<file path="src/rtl/pll_cfg_pkg.sv">
`default_nettype none
// ============================================================================
// Module      : pll_cfg_pkg
// Description : Shared opcodes, command-word field positions, init table size
//               and FSM state encoding for the PLL command dispatcher.
// Revision    : 1.0  initial release
// ============================================================================
package pll_cfg_pkg;

    localparam logic [3:0] OP_WRITE  = 4'b0001;
    localparam logic [3:0] OP_STATUS = 4'b1000;

    localparam int OP_MSB  = 40;
    localparam int OP_LSB  = 37;
    localparam int CH_MSB  = 36;
    localparam int CH_LSB  = 32;
    localparam int REG_MSB = 31;
    localparam int REG_LSB = 0;

    localparam int INIT_WORDS = 6;

    typedef enum logic [2:0] {
        ST_IDLE     = 3'd0,
        ST_CHECK    = 3'd1,
        ST_SHIFT_LO = 3'd2,
        ST_SHIFT_HI = 3'd3,
        ST_TAIL     = 3'd4,
        ST_LATCH    = 3'd5,
        ST_ACK      = 3'd6,
        ST_INIT     = 3'd7
    } state_t;

endpackage
`default_nettype wire

</file>
<file path="src/rtl/pll_init_rom.sv">
`default_nettype none
// ============================================================================
// Module      : pll_init_rom
// Description : Constant power-up register table indexed by {channel, entry}.
// Revision    : 1.0  initial release
// ============================================================================
module pll_init_rom (
    input  logic [4:0]  i_ch,
    input  logic [2:0]  i_entry,
    output logic [31:0] o_word
);

    logic [31:0] w_base;

    // Low three bits carry the register address, so the table keeps them clear.
    always_comb begin
        w_base = 32'h0000_0000;
        case (i_entry)
            3'd0:    w_base = 32'h0058_0000;
            3'd1:    w_base = 32'h0080_0008;
            3'd2:    w_base = 32'h0000_4E40;
            3'd3:    w_base = 32'h0600_8000;
            3'd4:    w_base = 32'h0800_0000;
            3'd5:    w_base = 32'h0032_0000;
            default: w_base = 32'h0000_0000;
        endcase
    end

    assign o_word = w_base | {11'd0, i_ch, 16'd0} | {29'd0, i_entry};

endmodule
`default_nettype wire

</file>
<file path="src/rtl/pll_cmd_dispatcher.sv">
`default_nettype none
// ============================================================================
// Module      : pll_cmd_dispatcher
// Description : Validates SPI command words and drives the shared 3-wire PLL
//               programming bus. Optional power-up table: PLL_INIT_SEQ_EN.
// Revision    : 1.0  initial release
// ============================================================================
module pll_cmd_dispatcher #(
    parameter int CMD_BIT_NUM = 41,
    parameter int PLL_NUM     = 6,
    parameter int CLK_DIV     = 4
) (
    input  logic                   clk,
    input  logic                   rst,
    input  logic [CMD_BIT_NUM-1:0] data,
    input  logic [6:0]             data_num,
    input  logic                   dready,
    output logic                   ack,
    output logic                   pll_sclk,
    output logic                   pll_sdata,
    output logic [PLL_NUM-1:0]     pll_le,
    output logic                   busy,
    output logic [7:0]             err_cnt,
    output logic [4:0]             last_ch
);

    import pll_cfg_pkg::*;

    localparam logic [PLL_NUM-1:0] c_LE_ONE  = {{(PLL_NUM-1){1'b0}}, 1'b1};
    localparam logic [4:0]         c_CH_LIM  = 5'(PLL_NUM);
    localparam logic [6:0]         c_NUM_OK  = 7'(CMD_BIT_NUM);
    localparam logic [7:0]         c_DIV_END = 8'(CLK_DIV - 1);

    state_t                 r_state;
    logic [CMD_BIT_NUM-1:0] r_cmd;
    logic [6:0]             r_num;
    logic [31:0]            r_shreg;
    logic [4:0]             r_bit;
    logic [7:0]             r_div;
    logic [4:0]             r_ch;
    logic                   r_ack;
    logic                   r_sclk;
    logic                   r_sdata;
    logic [PLL_NUM-1:0]     r_le;
    logic [7:0]             r_err;
    logic [4:0]             r_last_ch;

    logic [3:0]  w_op;
    logic [4:0]  w_cmd_ch;
    logic        w_div_done;
    logic        w_wr_ok;
    logic        w_start;
    logic [31:0] w_load_word;
    logic [4:0]  w_load_ch;
    logic [7:0]  w_err_inc;

    assign w_op       = r_cmd[OP_MSB:OP_LSB];
    assign w_cmd_ch   = r_cmd[CH_MSB:CH_LSB];
    assign w_div_done = (r_div == c_DIV_END);
    assign w_wr_ok    = (r_num == c_NUM_OK) && (w_op == OP_WRITE) && (w_cmd_ch < c_CH_LIM);
    assign w_err_inc  = (r_err == 8'hFF) ? r_err : r_err + 8'd1;

`ifdef PLL_INIT_SEQ_EN
    logic        r_init_busy;
    logic [4:0]  r_init_ch;
    logic [2:0]  r_init_ent;
    logic [31:0] w_rom_word;
    logic        w_init_last;

    pll_init_rom u_rom (
        .i_ch    (r_init_ch),
        .i_entry (r_init_ent),
        .o_word  (w_rom_word)
    );

    assign w_init_last = (r_init_ch == 5'(PLL_NUM - 1)) && (r_init_ent == 3'(INIT_WORDS - 1));
    assign w_start     = ((r_state == ST_CHECK) && w_wr_ok) || (r_state == ST_INIT);
    assign w_load_word = (r_state == ST_INIT) ? w_rom_word : r_cmd[REG_MSB:REG_LSB];
    assign w_load_ch   = (r_state == ST_INIT) ? r_init_ch  : w_cmd_ch;
`else
    assign w_start     = (r_state == ST_CHECK) && w_wr_ok;
    assign w_load_word = r_cmd[REG_MSB:REG_LSB];
    assign w_load_ch   = w_cmd_ch;
`endif

    always_ff @(posedge clk or posedge rst) begin
        if (rst) begin
`ifdef PLL_INIT_SEQ_EN
            r_state     <= ST_INIT;
            r_init_busy <= 1'b1;
            r_init_ch   <= 5'd0;
            r_init_ent  <= 3'd0;
`else
            r_state     <= ST_IDLE;
`endif
            r_cmd     <= '0;
            r_num     <= 7'd0;
            r_shreg   <= 32'd0;
            r_bit     <= 5'd0;
            r_div     <= 8'd0;
            r_ch      <= 5'd0;
            r_ack     <= 1'b0;
            r_sclk    <= 1'b0;
            r_sdata   <= 1'b0;
            r_le      <= '1;
            r_err     <= 8'd0;
            r_last_ch <= 5'd0;
        end else begin
            case (r_state)
                ST_IDLE: begin
                    if (dready) begin
                        r_cmd   <= data;
                        r_num   <= data_num;
                        r_state <= ST_CHECK;
                    end
                end
                ST_CHECK: begin
                    if (w_wr_ok) begin
                        r_state <= ST_SHIFT_LO;
                    end else begin
                        if ((r_num != c_NUM_OK) || (w_op != OP_STATUS))
                            r_err <= w_err_inc;
                        r_ack   <= 1'b1;
                        r_state <= ST_ACK;
                    end
                end
                ST_SHIFT_LO: begin
                    r_div <= r_div + 8'd1;
                    if (w_div_done) begin
                        r_div   <= 8'd0;
                        r_sclk  <= 1'b1;
                        r_state <= ST_SHIFT_HI;
                    end
                end
                ST_SHIFT_HI: begin
                    r_div <= r_div + 8'd1;
                    if (w_div_done) begin
                        r_div  <= 8'd0;
                        r_sclk <= 1'b0;
                        if (r_bit == 5'd31) begin
                            r_state <= ST_TAIL;
                        end else begin
                            r_shreg <= {r_shreg[30:0], 1'b0};
                            r_sdata <= r_shreg[30];
                            r_bit   <= r_bit + 5'd1;
                            r_state <= ST_SHIFT_LO;
                        end
                    end
                end
                ST_TAIL: begin
                    r_div <= r_div + 8'd1;
                    if (w_div_done) begin
                        r_div   <= 8'd0;
                        r_le    <= '1;
                        r_state <= ST_LATCH;
                    end
                end
                ST_LATCH: begin
                    r_div <= r_div + 8'd1;
                    if (w_div_done) begin
                        r_div     <= 8'd0;
                        r_last_ch <= r_ch;
`ifdef PLL_INIT_SEQ_EN
                        if (r_init_busy) begin
                            if (w_init_last) begin
                                r_init_busy <= 1'b0;
                                r_state     <= ST_IDLE;
                            end else begin
                                r_state <= ST_INIT;
                                if (r_init_ent == 3'(INIT_WORDS - 1)) begin
                                    r_init_ent <= 3'd0;
                                    r_init_ch  <= r_init_ch + 5'd1;
                                end else begin
                                    r_init_ent <= r_init_ent + 3'd1;
                                end
                            end
                        end else begin
                            r_ack   <= 1'b1;
                            r_state <= ST_ACK;
                        end
`else
                        r_ack   <= 1'b1;
                        r_state <= ST_ACK;
`endif
                    end
                end
                ST_ACK: begin
                    if (!dready) begin
                        r_ack   <= 1'b0;
                        r_state <= ST_IDLE;
                    end
                end
`ifdef PLL_INIT_SEQ_EN
                ST_INIT: r_state <= ST_SHIFT_LO;
`endif
                default: r_state <= ST_IDLE;
            endcase

            // Frame start shared by host writes and the power-up table.
            if (w_start) begin
                r_shreg <= w_load_word;
                r_sdata <= w_load_word[31];
                r_le    <= ~(c_LE_ONE << w_load_ch);
                r_ch    <= w_load_ch;
                r_sclk  <= 1'b0;
                r_bit   <= 5'd0;
                r_div   <= 8'd0;
            end
        end
    end

    assign ack       = r_ack;
    assign pll_sclk  = r_sclk;
    assign pll_sdata = r_sdata;
    assign pll_le    = r_le;
    assign busy      = (r_state != ST_IDLE);
    assign err_cnt   = r_err;
    assign last_ch   = r_last_ch;

endmodule
`default_nettype wire

</file>
<file path="config.mk">
export PLATFORM = sky130hd
export DESIGN_NAME = pll_cmd_dispatcher
export DESIGN_NICKNAME = d
export VERILOG_FILES = /design/src/rtl/pll_cfg_pkg.sv /design/src/rtl/pll_init_rom.sv /design/src/rtl/pll_cmd_dispatcher.sv
export SDC_FILE = /design/constraint.sdc
export NUM_CORES = 1
export LEC_CHECK = 0
export ABC_AREA = 1
export CAP_MARGIN = 10
export CORE_ASPECT_RATIO = 1.5
export CORE_MARGIN = 2
export CORE_UTILIZATION = 50
export DETAILED_ROUTE_END_ITERATION = 8
export PLACE_DENSITY_LB_ADDON = 0.25
export SLEW_MARGIN = 30
export SYNTH_ARGS = -nofsm -noshare
export SYNTH_HDL_FRONTEND = slang
export SYNTH_SLANG_ARGS = --single-unit
</file>
<file path="constraint.sdc">
create_clock -name clk -period 4.7 [get_ports clk]
set_input_delay 1.41 -clock clk [delete_from_list [all_inputs] [get_ports clk]]
set_output_delay 1.41 -clock clk [all_outputs]
set_load 0.02 [all_outputs]
</file>
After elaboration in Yosys (flattened, before gate mapping)
Cells that the tools add are included.
- memory bits (read-only): 0
- bits in registers: 122
- output and inout port bits: 23
- logic and storage cells: 99
- latch bits: 0
- bits of input ports: 51
- memories kept: 0
- bits in writable memories: 0
- magnitude comparators: 1
- shift operators: 1
- multiply operators: 0
- div/mod/pow operators: 0
- $add $sub $neg: 3
- reductions and logical operators: 21
- bitwise gates (word level): 3
- eq/ne operators: 23
- muxes and demuxes: 34
- operators by type and width (operator ; number):
    $mux W31 ; 4
    $mux W3 ; 8
    $mux W8 ; 3
    $pmux W3 S7 ; 1
    $mux W5 ; 4
    $mux W6 ; 3
    $add A8 B1 Y8 const B ; 2
    $ne A2 B2 Y1 const B ; 8
    $eq A3 B3 Y1 const B ; 3
    $mux W1 ; 9
    $reduce_bool A3 Y1 ; 3
    $eq A8 B2 Y1 const B ; 1
    $eq A8 B8 Y1 const B ; 1
    $reduce_and A4 Y1 ; 2
    $reduce_bool A2 Y1 ; 4
    $eq A7 B6 Y1 const B ; 1
    $ne A7 B6 Y1 const B ; 1
    $eq A3 B2 Y1 const B ; 2
    $ne A3 B3 Y1 const B ; 2
    $not A6 Y6 ; 1
    $reduce_and A2 Y1 ; 3
    $reduce_and A3 Y1 ; 2
    $reduce_and A6 Y1 ; 1
    $shl A1 B5 Y6 const A ; 1
    other kinds (13) ; 16

Logic depth before layout (Yosys ltp)
Gate-level depths: netlist of the first run.
- word-level depth: 6
- gate-level depth with buffers: 10

Worst setup path before layout of the first run
OpenSTA, ideal clock, no wires.
- path kind: input -> register
- from: input dready
- to: register r_cmd[22]
- stages: 4
- data required time: 4.575 ns
- setup time: 0.125 ns
- path buffers: 1
- arrival time: 2.146 ns
- setup slack: 2.429 ns
- path through: inv_1 -> nor2_4 -> buf_4 -> mux2_2
- longest elaborated chain between the ends: 1
- ends and longest elaborated chain (what ; RTL line ; RTL):
    start, declared ; pll_cmd_dispatcher.sv:17 ; input logic dready,
    $reduce_and A2 Y1 (no source line) ; -- ;
    end signal, assigned ; pll_cmd_dispatcher.sv:112 ; r_cmd <= data;
    end, declared ; pll_cmd_dispatcher.sv:35 ; logic [CMD_BIT_NUM-1:0] r_cmd;
Every way passes these cells.
A chain may end at the register's enable or synchronous reset.

Final worst setup path of the first run
- from: register r_state[1]
- to: output busy
- longest elaborated chain between the ends: 1
- ends and longest elaborated chain (what ; RTL line ; RTL):
    start, declared ; pll_cmd_dispatcher.sv:34 ; state_t r_state;
    start signal, assigned ; pll_cmd_dispatcher.sv:94 ; r_state <= ST_IDLE;
    start signal, assigned ; pll_cmd_dispatcher.sv:114 ; r_state <= ST_CHECK;
    start signal, assigned ; pll_cmd_dispatcher.sv:119 ; r_state <= ST_SHIFT_LO;
    $reduce_bool A3 Y1 ; pll_cmd_dispatcher.sv:216 ; assign busy = (r_state != ST_IDLE);
    end, declared ; pll_cmd_dispatcher.sv:22 ; output logic busy,
Every way passes these cells.

==> impl_summary.txt, run 1 <==
----------------------------------------------------
[Global route]
  Wire length of the first global-routing pass ... 23.2 mm
  Total overflow reported by the global router ... 0
  GRT Total Usage ... 22.9%
  Maximum number of pins on one net before global-route repair ... 66
  Initial antenna violation count ... 0
  Vias in the first global route ... 5112

[Setup path]
  Critical Path Slowest Stage Cell ... clkdlybuf4s50_1
  Critical path start-end classification ... flop to output port
  Worst setup slack for register-to-register paths ... 1.95 ns
  Category of the worst setup path capture point ... output port
  Arrival time at the worst endpoint ... 1.84 ns
  Critical path peak fanout ... 6
  Path depth of the worst reg2reg path ... 9
  Critical register-to-register path endpoint ... pll_le[2]$_DFFE_PP1P_
  Delay-heaviest family, CP ... buffers and inverters
  Reg-to-reg critical path startpoint ... r_state[0]$_DFFE_PP0P_
  Required time of the critical path ... 3.29 ns
  Largest stage delay on the critical path ... 0.58 ns
  Critical path startpoint category ... flop
  Buffers and inverters on the worst path ... 1
  Worst-path cell chain ... nor2_1 -> nand2_1 -> clkdlybuf4s50_1

[Power]
  Maximum ir drop on the vdd rail ... 0.268 mV
  PD cells ... 559 mW/mm^2
  Standby leakage power ... 3.70 nW

[Logic synthesis]
  Portion of the post-synthesis area used by sequential elements ... 51.3%
  Flip-flop and latch count after synthesis ... 122
  Mean post-synth cell area ... 8.06 um^2
  Count of synthesis-stage warnings from yosys ... 0
  Synthesized netlist cell count ... 740
  Number of distinct library cells after synthesis ... 29
  Synthesized cell area ... 0.00597 mm^2
  Net count after synthesis ... 795

[CTS]
  Max H-tree Level ... 4
  Buffer levels on the longest clock path ... 2
  Number of CTS-inserted buffers ... 17
  Clock latency of the later-clocked register in the worst-skew pair ... 0.41 ns
  Number of clock sinks ... 122
  Hold-fix buffer count after cts ... 0
  Clk pin slew, worst setup/hold paths ... 0.06 ns
  Post-cts gate resize count ... 0
  Clock tree root driver cell ... clkbuf_16
  CTS tree ... built
  Buffers inserted during post-CTS setup optimization ... 0

[STA]
  Final Critical Period ... 3.25 ns
  Fin crit share ... 69.2%
  Hold Fails Final Rpt ... 0
  RSZ-0062 raised after global routing ... no
  Fmax ... 308 MHz
  Slew Limit Headroom ... 43.4%
  Pins Over Slew Limit ... 0
  Least-Margin Pin Slew ... 0.848 ns
  Post-Route Setup TNS ... 0 ns
  Worst setup skew after layout ... 0.00829 ns
  Total of endpoints with negative setup slack in the final report ... 0
  Worst path setup slack after routing ... 1.45 ns

[Drt]
  DRC violation count after routing ... 0
  Vias ... 5107
  Detailed router's first-iteration violation count ... 314
  Detailed Routing Iterations Pass 1 ... 5
  Number of vias per cell ... 5.27
  Number of antenna-violating nets in the routed design ... 0
  Detailed Route WL ... 13.6 mm
  Routed len/inst ... 14.1 um

[Floorplanning]
  Site row count ... 48
  Die boundary width ... 93.2 um
  Area inside the core boundary ... 0.0116 mm^2
  Initial standard-cell utilization of the core ... 51.5%
  Area of the die ... 0.0128 mm^2
  Top-Level Pins ... 74
  Vertical extent of the die ... 138 um

[Placement]
  Routability congestion estimate ... 0.806
  Post-detail-place hpwl ... 9.03 mm
  Number of buffers inserted by port buffering ... 73
  Post-detailed-placement cell area ... 0.00677 mm^2
  Worst Setup Slack post-DPL ... 1.33 ns
  Cell total after placement ... 938

[Final layout]
  Design area ... 0.00734 mm^2
  Fraction of final layout cells sized beyond drive strength 1 ... 8.18%
  Area occupied by multi-input gates ... 0.00237 mm^2
  Area growth from synthesis to layout ... 23.1%
  Number of nets in the layout ... 862
  Fill cell instance count of the final layout ... 983
  FF+latch area ... 0.00306 mm^2
  Count of antenna diodes in the layout ... 0
  Post-route insts no fill ... 969

[Worst hold path]
  Worst hold-check path type ... flop to flop
  Startpoint of the most critical hold path ... r_ch[3]$_DFFE_PP0P_
  Number of cells on the worst hold path ... 2
  Hold Path End ... r_ch[3]$_DFFE_PP0P_

[Job]
  Max-capacitance violation count ... 0

[Status]
  Status ... completed

----------------------------------------------------
-- where the power goes --
| part | total [mW] | switching, mW | internal (mW) |
|---|---|---|---|
| sequential | 1.59 | 0.209 | 1.38 |
| combinational | 1.23 | 0.765 | 0.470 |
| clock | 1.28 | 0.443 | 0.837 |
| total | 4.11 | 1.42 | 2.69 |
-- metrics by stage --
step                total power, mW  util (%)  hold slack [ns]
floorplan                      2.43         -            0.436
global placement               2.76      58.4            0.452
detailed placement             2.83      58.4            0.462
CTS                            4.13      63.3            0.479
global route                   4.37      63.3            0.498
finish                         4.11      63.3            0.483
-- layout by cell type (no fill, tap or decap), types with 3 or more instances in the layout --
cell type	instances
nor2_4	3
nor2_1	39
nor3_1	5
dfstp_2	6
o21bai_1	8
nand3b_1	4
nand3_1	120
clkbuf_1	3
xor2_1	6
nand4_1	9
buf_4	6
inv_1	89
o21ai_1	3
ha_1	4
clkdlybuf4s50_1	73
nand2_1	222
o21ai_0	46
clkbuf_16	17
bufinv_16	3
clkinv_2	8
dfrtp_1	116
mux2_2	15
-- layer usage --
| layer | share of wire (%) | routed length (um) | track usage [%] |
|---|---|---|---|
| met5 | 0 | 0 | 0 |
| met1 | 41 | 5620 | 27.5 |
| met3 | 4.5 | 614 | 4.60 |
| met2 | 53 | 7210 | 40.6 |
| met4 | 1.3 | 179 | 8.25 |
-- sequential cells by signal (all words and copies together), names as in the netlist --
register	count
ack	1
err_cnt	8
last_ch	5
pll_le	6
pll_sclk	1
pll_sdata	1
r_bit	5
r_ch	5
r_cmd	41
r_div	8
r_num	7
r_shreg	31
r_state	3
-- worst max-delay path by stage --
stage	from	end	slack (ns)	depth (start not counted)
floorplan	rst	ack$_DFFE_PP0P_	0.06	1
global placement	dready	r_num[4]$_DFFE_PP0P_	1.40	5
finish	r_state[1]$_DFFE_PP0P_	busy	1.45	3
CTS	r_state[1]$_DFFE_PP0P_	busy	1.44	3
detailed placement	dready	r_cmd[10]$_DFFE_PP0P_	1.33	5
global route	r_state[1]$_DFFE_PP0P_	busy	1.34	3
-- worst register-to-register path, stage by stage (launching register included) --
cell and delay [ns]:
dfrtp_1 0.45, inv_2 0.08, nor2_4 0.15, nand2_2 0.09
clkinv_2 0.28, nand3_2 0.60, inv_1 0.76, nand2_1 0.12
nand2_1 0.10, inv_1 0.04
-- synthesized netlist by cell type, drive strengths merged --
library cell	instances	area (um^2)
a21oi	2	10.0
a22oi	1	7.51
and3	1	6.26
buf	27	166
clkbuf	5	18.8
clkinv	1	5.00
dfrtp	116	2900
dfstp	6	158
ha	4	50.1
inv	91	342
mux2	15	169
nand2	224	846
nand3	122	621
nand3b	4	30.0
nand4	9	56.3
nor2	43	186
nor3	5	25.0
o21ai	49	245
o21bai	8	60.1
xnor2	1	8.76
xor2	6	52.6
-- logic make-up after synthesis --
| group | share of synthesized area [%] |
|---|---|
| AND/OR/NAND/NOR | 29.7 |
| buffers and inverters | 8.91 |
| flip-flops | 51.3 |
| AO/OA/AOI/OAI | 5.41 |
| multiplexers | 2.83 |
| XOR/XNOR | 1.03 |
| adder cells (fa/ha/maj) | 0.839 |
-- cell type report --
type                       instances  area share [%]
clock buffer                      21            6.13
clock inverter                    10            1.70
inverter                          92            4.75
multi-input combinational        494            32.3
sequential                       122            41.7
tap                              150            2.56
timing repair buffer              80            10.8
Note: power is estimated with default switching activity, not from simulation.
==> run 2: changes to the inputs <==
Settings changed: CORE_UTILIZATION 50 to 56.
Clock period 4.7 ns to 3.4 ns, I/O delays scaled along.
==> run 2 against run 1 <==
  * Worst hold slack lost 0.013 ns
  * Global-route usage rose by 2.6 points
  * Cell count fell by 0.31%
  * Cell area increased by 1.7%
  * Clock skew is 0.0028 ns higher
  * First-iteration DRC count decreased by 5.1%
  * Largest cell class unchanged
  * Clock-buffer cell count up 1
  * Setup slack worse by 0.90 ns
==> impl_summary.txt, run 2 (same netlist as run 1, synthesis figures left out) <==
----------------------------------------------------
[Status]
  Status ... completed

[STA]
  Pins Over Slew Limit ... 0 (unchanged)
  Slew Limit Headroom ... 44.3% (+0.91 points)
  Hold Fails Final Rpt ... 0 (unchanged)
  Fmax ... 351 MHz
  Worst setup skew after layout ... 0.0111 ns (+0.00281 ns)
  RSZ-0062 raised after global routing ... no
  Fin crit share ... 83.8%
  Total of endpoints with negative setup slack in the final report ... 0 (unchanged)
  Post-Route Setup TNS ... 0 ns (unchanged)
  Final Critical Period ... 2.85 ns
  Least-Margin Pin Slew ... 0.833 ns (-0.0147 ns)

[Final layout]
  Design area ... 0.00746 mm^2 (+1.7%)
  Number of nets in the layout ... 865 (+0.35%)
  Fraction of final layout cells sized beyond drive strength 1 ... 8.76% (+0.58 points)
  Register containing the most flip-flops in the final layout ... r_cmd
  Post-route insts no fill ... 966 (-0.31%)
  Number of flip-flops under the largest register name ... 41 (unchanged)
  Commonest cells after routing, fill and taps aside ... nand2_1, nand3_1, dfrtp_1
  Regs by FF count ... r_cmd x41, r_shreg x31
  Count of antenna diodes in the layout ... 0 (unchanged)
  Fill cell instance count of the final layout ... 797 (-19%)
  Most frequent standard cell in the layout excluding fill and tap cells ... nand2_1
  Area growth from synthesis to layout ... 25.1%

[CTS]
  Buffers inserted during post-CTS setup optimization ... 0 (unchanged)
  Hold-fix buffer count after cts ... 0 (unchanged)
  CTS tree ... built
  Clock tree root driver cell ... clkbuf_16
  Post-cts gate resize count ... 0 (unchanged)
  Clock latency of the later-clocked register in the worst-skew pair ... 0.41 ns (about the same)
  Number of CTS-inserted buffers ... 17 (unchanged)
  Buffer levels on the longest clock path ... 2 (unchanged)
  Number of clock sinks ... 122 (unchanged)
  Max H-tree Level ... 4 (unchanged)
  Clk pin slew, worst setup/hold paths ... 0.06 ns (about the same)

[Drt]
  Detailed router's first-iteration violation count ... 298 (-5.1%)
  Number of vias per cell ... 5.32 (+1.0%)
  Detailed Routing Iterations Pass 1 ... 7 (+2)
  Number of antenna-violating nets in the routed design ... 0 (unchanged)
  Vias ... 5142 (+0.69%)
  DRC violation count after routing ... 0 (unchanged)
  Detailed Route WL ... 13.8 mm (+0.93%)
  Routed len/inst ... 14.2 um (+1.2%)

[Setup path]
  Arrival time at the worst endpoint ... 1.83 ns (about the same)
  Critical path peak fanout ... 8 (+2)
  Critical path start-end classification ... flop to output port
  Critical path startpoint category ... flop
  Category of the worst setup path capture point ... output port
  Required time of the critical path ... 2.38 ns (-0.91 ns)

[Placement]
  Post-detail-place hpwl ... 9.23 mm (+2.3%)
  Routability congestion estimate ... 0.805 (-0.19%)
  Post-detailed-placement cell area ... 0.00682 mm^2 (+0.80%)
  Number of buffers inserted by port buffering ... 73 (unchanged)
  Cell total after placement ... 935 (-0.32%)

[Floorplanning]
  Die boundary width ... 88.3 um (-5.3%)
  Area of the die ... 0.0115 mm^2 (-10%)
  Area inside the core boundary ... 0.0105 mm^2 (-9.6%)
  Vertical extent of the die ... 130 um (-5.3%)
  Site row count ... 46 (-4.2%)
  Top-Level Pins ... 74 (unchanged)
  Initial standard-cell utilization of the core ... 57.0% (+5.5 points)

[Power]
  Power after layout ... 5.88 mW (+43%)
  Standby leakage power ... 3.74 nW (+1.1%)
  Maximum ir drop on the vdd rail ... 0.456 mV (+70%)
  PD cells ... 788 mW/mm^2 (+41%)

[Global route]
  Maximum number of pins on one net before global-route repair ... 50 (-24%)
  Vias in the first global route ... 5048 (-1.3%)
  Initial antenna violation count ... 0 (unchanged)
  Wire length of the first global-routing pass ... 22.9 mm (-1.4%)
  GRT Total Usage ... 25.5% (+2.6 points)
  Total overflow reported by the global router ... 0 (unchanged)

[Worst hold path]
  Worst hold-check path type ... flop to flop

[Job]
  Max-capacitance violation count ... 0 (unchanged)

----------------------------------------------------
==> run 2: changes by cell type in the layout (fill, tap and decap cells not counted), sizes merged <==
cell      before  now
clkinvlp       0    4
buf            7   10
bufinv         3    4
clkinv         8    1
clkbuf        21   22
inv           91   92
==> run 2: layout make-up <==
type | instances | area, um^2 | area share, %
tap | 144 | 180 | 2.41
multi-input combinational | 494 | 2370 | 31.8
clock buffer | 22 | 484 | 6.49
inverter | 92 | 350 | 4.69
clock inverter | 9 | 160 | 2.15
sequential | 122 | 3060 | 41.0
timing repair buffer | 83 | 856 | 11.5
==> run 2: through the flow <==
stage,setup slack [ns],utilization (%),hold slack [ns]
after CTS,0.566,71.3,0.469
after global placement,0.750,65.1,0.453
after detailed placement,0.727,65.1,0.455
final,0.550,71.3,0.470
after global routing,0.474,71.3,0.486
after floorplan,0.888,-,0.436
==> run 2: final timing paths <==
check                                            start                      end  slack (ns)  cells past startpoint
worst max-delay path            r_state[2]$_DFFE_PP0P_                     busy        0.55                      3
worst min-delay path               r_ch[4]$_DFFE_PP0P_      r_ch[4]$_DFFE_PP0P_        0.47                      2
worst max register to register  r_state[0]$_DFFE_PP0P_  r_shreg[21]$_DFFE_PP0P_        0.70                      8
worst min register to register     r_ch[4]$_DFFE_PP0P_      r_ch[4]$_DFFE_PP0P_        0.47                      2
max in group asynchronous                          rst    r_cmd[31]$_DFFE_PP0P_        1.64                      3
min in group asynchronous                          rst     r_div[0]$_DFFE_PP0P_        1.07                      2
==> run 2: where the power goes <==
group	total [mW]	switching [mW]	internal (mW)
Clock	1.95	0.643	1.31
Combinational	1.74	1.07	0.668
Sequential	2.20	0.287	1.91
==> run 2: worst max-delay path, cell delays in order, from the launching register on <==
cell and delay [ns]:
dfrtp_1 0.50, inv_1 0.13, nand2_1 0.17, clkdlybuf4s50_1 0.63
==> run 2: per-layer routing <==
metal	part of all wire, %	up-vias	GRT usage, %
li1	-	2493	-
met1	40	2461	29.9
met2	52	157	43.8
met3	5.0	31	6.66
met4	2.9	0	11.0
met5	0	-	0
==> run 3: changes to the inputs <==
Clock period 3.4 ns to 2.9 ns, I/O delays scaled along.
==> run 3 against run 2 <==
  * Via count grew 0.43%
  * Die area is the same
  * Critical path depth did not move
  * Cell count increased by 0.31%
  * Clock-buffer cell count down 1
  * Cell area increased by 0.39%
  * Routed wire length rose by 1.8%
  * Register-to-register slack improved by 0.15 ns
  * Non-clock buffer count up 2
  * Clock skew about the same
  * Critical path type unchanged
  * Critical endpoint unchanged
  * Largest cell class unchanged
==> impl_summary.txt, run 3 (same netlist as run 1, synthesis figures left out) <==
----------------------------------------------------
[Status]
  Status ... completed

[Drt]
  Detailed Route WL ... 14.0 mm (+1.8%)
  Routed len/inst ... 14.4 um (+1.5%)
  Number of antenna-violating nets in the routed design ... 0 (unchanged)
  DRC violation count after routing ... 0 (unchanged)
  Detailed router's first-iteration violation count ... 380 (+28%)
  Detailed Routing Iterations Pass 1 ... 6 (-1)
  Vias ... 5164 (+0.43%)
  Number of vias per cell ... 5.33 (+0.12%)

[Setup path]
  Required time of the critical path ... 2.03 ns (-0.35 ns)
  Critical path peak fanout ... 8 (unchanged)
  Critical path start-end classification ... flop to output port
  Critical path startpoint category ... flop
  Arrival time at the worst endpoint ... 1.84 ns (about the same)
  Category of the worst setup path capture point ... output port

[STA]
  Post-Route Setup TNS ... 0 ns (unchanged)
  Fin crit share ... 93.5%
  Least-Margin Pin Slew ... 0.716 ns (-0.117 ns)
  Fmax ... 369 MHz
  Worst path setup slack after routing ... 0.189 ns (-0.361 ns)
  Worst setup skew after layout ... 0.0108 ns (-0.000255 ns)
  Slew Limit Headroom ... 52.1% (+7.9 points)
  Final Critical Period ... 2.71 ns
  Pins Over Slew Limit ... 0 (unchanged)
  Total of endpoints with negative setup slack in the final report ... 0 (unchanged)
  Hold Fails Final Rpt ... 0 (unchanged)
  RSZ-0062 raised after global routing ... no
  Hold_ws ... 0.465 ns (-0.00432 ns)

[Final layout]
  Most frequent standard cell in the layout excluding fill and tap cells ... nand2_1
  Fraction of final layout cells sized beyond drive strength 1 ... 9.21% (+0.45 points)
  Number of nets in the layout ... 867 (+0.23%)
  Commonest cells after routing, fill and taps aside ... nand2_1, nand3_1, dfrtp_1
  Area growth from synthesis to layout ... 25.6%
  Number of flip-flops under the largest register name ... 41 (unchanged)
  Post-layout util ... 71.5% (+0.27 points)
  Register containing the most flip-flops in the final layout ... r_cmd
  Regs by FF count ... r_cmd x41, r_shreg x31
  Design area ... 0.00749 mm^2 (+0.39%)
  Count of antenna diodes in the layout ... 0 (unchanged)

[Worst hold path]
  Worst hold-check path type ... flop to flop

[CTS]
  Number of clock sinks ... 122 (unchanged)
  Hold-fix buffer count after cts ... 0 (unchanged)
  Post-cts gate resize count ... 0 (unchanged)
  CTS tree ... built
  Clock tree root driver cell ... clkbuf_16
  Clk pin slew, worst setup/hold paths ... 0.06 ns (about the same)
  Max H-tree Level ... 4 (unchanged)
  Number of CTS-inserted buffers ... 17 (unchanged)
  Buffers inserted during post-CTS setup optimization ... 0 (unchanged)
  Clock latency of the later-clocked register in the worst-skew pair ... 0.42 ns (about the same)
  Buffer levels on the longest clock path ... 2 (unchanged)

[Placement]
  Post-detailed-placement cell area ... 0.00682 mm^2 (about the same)
  Worst Setup Slack post-DPL ... 0.506 ns (-0.221 ns)
  Routability congestion estimate ... 0.808 (+0.39%)
  Number of buffers inserted by port buffering ... 73 (unchanged)
  Post-detail-place hpwl ... 9.25 mm (+0.24%)

[Floorplanning]
  Site row count ... 46 (unchanged)
  Die boundary width ... 88.3 um (unchanged)
  Vertical extent of the die ... 130 um (unchanged)
  Area of the die ... 0.0115 mm^2 (unchanged)
  Initial standard-cell utilization of the core ... 57.0% (unchanged)
  Area inside the core boundary ... 0.0105 mm^2 (unchanged)
  Top-Level Pins ... 74 (unchanged)

[Global route]
  Vias in the first global route ... 5131 (+1.6%)
  Initial antenna violation count ... 0 (unchanged)
  GRT Total Usage ... 25.7% (+0.20 points)
  Maximum number of pins on one net before global-route repair ... 82 (+64%)
  Total overflow reported by the global router ... 0 (unchanged)
  Wire length of the first global-routing pass ... 23.0 mm (+0.66%)

[Job]
  Max-capacitance violation count ... 0 (unchanged)

[Power]
  PD cells ... 934 mW/mm^2 (+18%)
  Standby leakage power ... 3.77 nW (+0.70%)
  Maximum ir drop on the vdd rail ... 0.540 mV (+18%)

----------------------------------------------------
## run 3: cell count changes in the layout (fill, tap and decap cells not counted)
cell        change
buf_12          -1
buf_4           +3
bufinv_16       +1
clkbuf_1        -1
clkinv_2        +3
clkinv_4        +2
clkinvlp_4      -2
inv_6           -2
## run 3: power breakdown
| part | leakage, nW | internal (mW) | switching, mW |
|---|---|---|---|
| registers | 1.58 | 2.24 | 0.336 |
| logic | 1.87 | 0.782 | 1.25 |
| clock network | 0.329 | 1.61 | 0.779 |
| total | 3.77 | 4.63 | 2.37 |
## run 3: final cells by class
type	instances	area (um^2)
Multi-Input combinational cell	494	2370
Inverter	92	350
Fill cell	809	2980
Clock inverter	11	190
Timing Repair Buffer	85	858
Tap cell	144	180
Sequential cell	122	3060
Clock buffer	21	480
## run 3: worst max-delay path, cell delays in order (launching register included)
cell and delay [ns]:
dfrtp_1 0.49, inv_1 0.13, nand2_1 0.17, clkdlybuf4s50_1 0.63
## run 3: final timing paths
path	to	depth (start not counted)	from	slack, ns
min in group asynchronous	ack$_DFFE_PP0P_	2	rst	0.85
max in group asynchronous	r_cmd[32]$_DFFE_PP0P_	3	rst	1.45
worst max register to register	r_div[6]$_DFFE_PP0P_	7	r_state[2]$_DFFE_PP0P_	0.85
worst min register to register	r_ch[4]$_DFFE_PP0P_	2	r_ch[4]$_DFFE_PP0P_	0.47
worst min-delay path	r_ch[4]$_DFFE_PP0P_	2	r_ch[4]$_DFFE_PP0P_	0.47
worst max-delay path	busy	3	r_state[2]$_DFFE_PP0P_	0.19
## run 3: stage by stage
stage,instances,total power [mW]
finish,969,7.00
detailed placement,937,4.61
floorplan,740,3.94
global route,969,7.40
CTS,969,7.03
global placement,937,4.50
## run 3: layer usage
metal | vias to the layer above | track usage, % | routed length [um]
met2 | 130 | 46.0 | 7540
met4 | 0 | 10.3 | 287
met1 | 2509 | 29.2 | 5480
met3 | 29 | 6.03 | 687
met5 | - | 0 | 0
li1 | 2496 | - | -
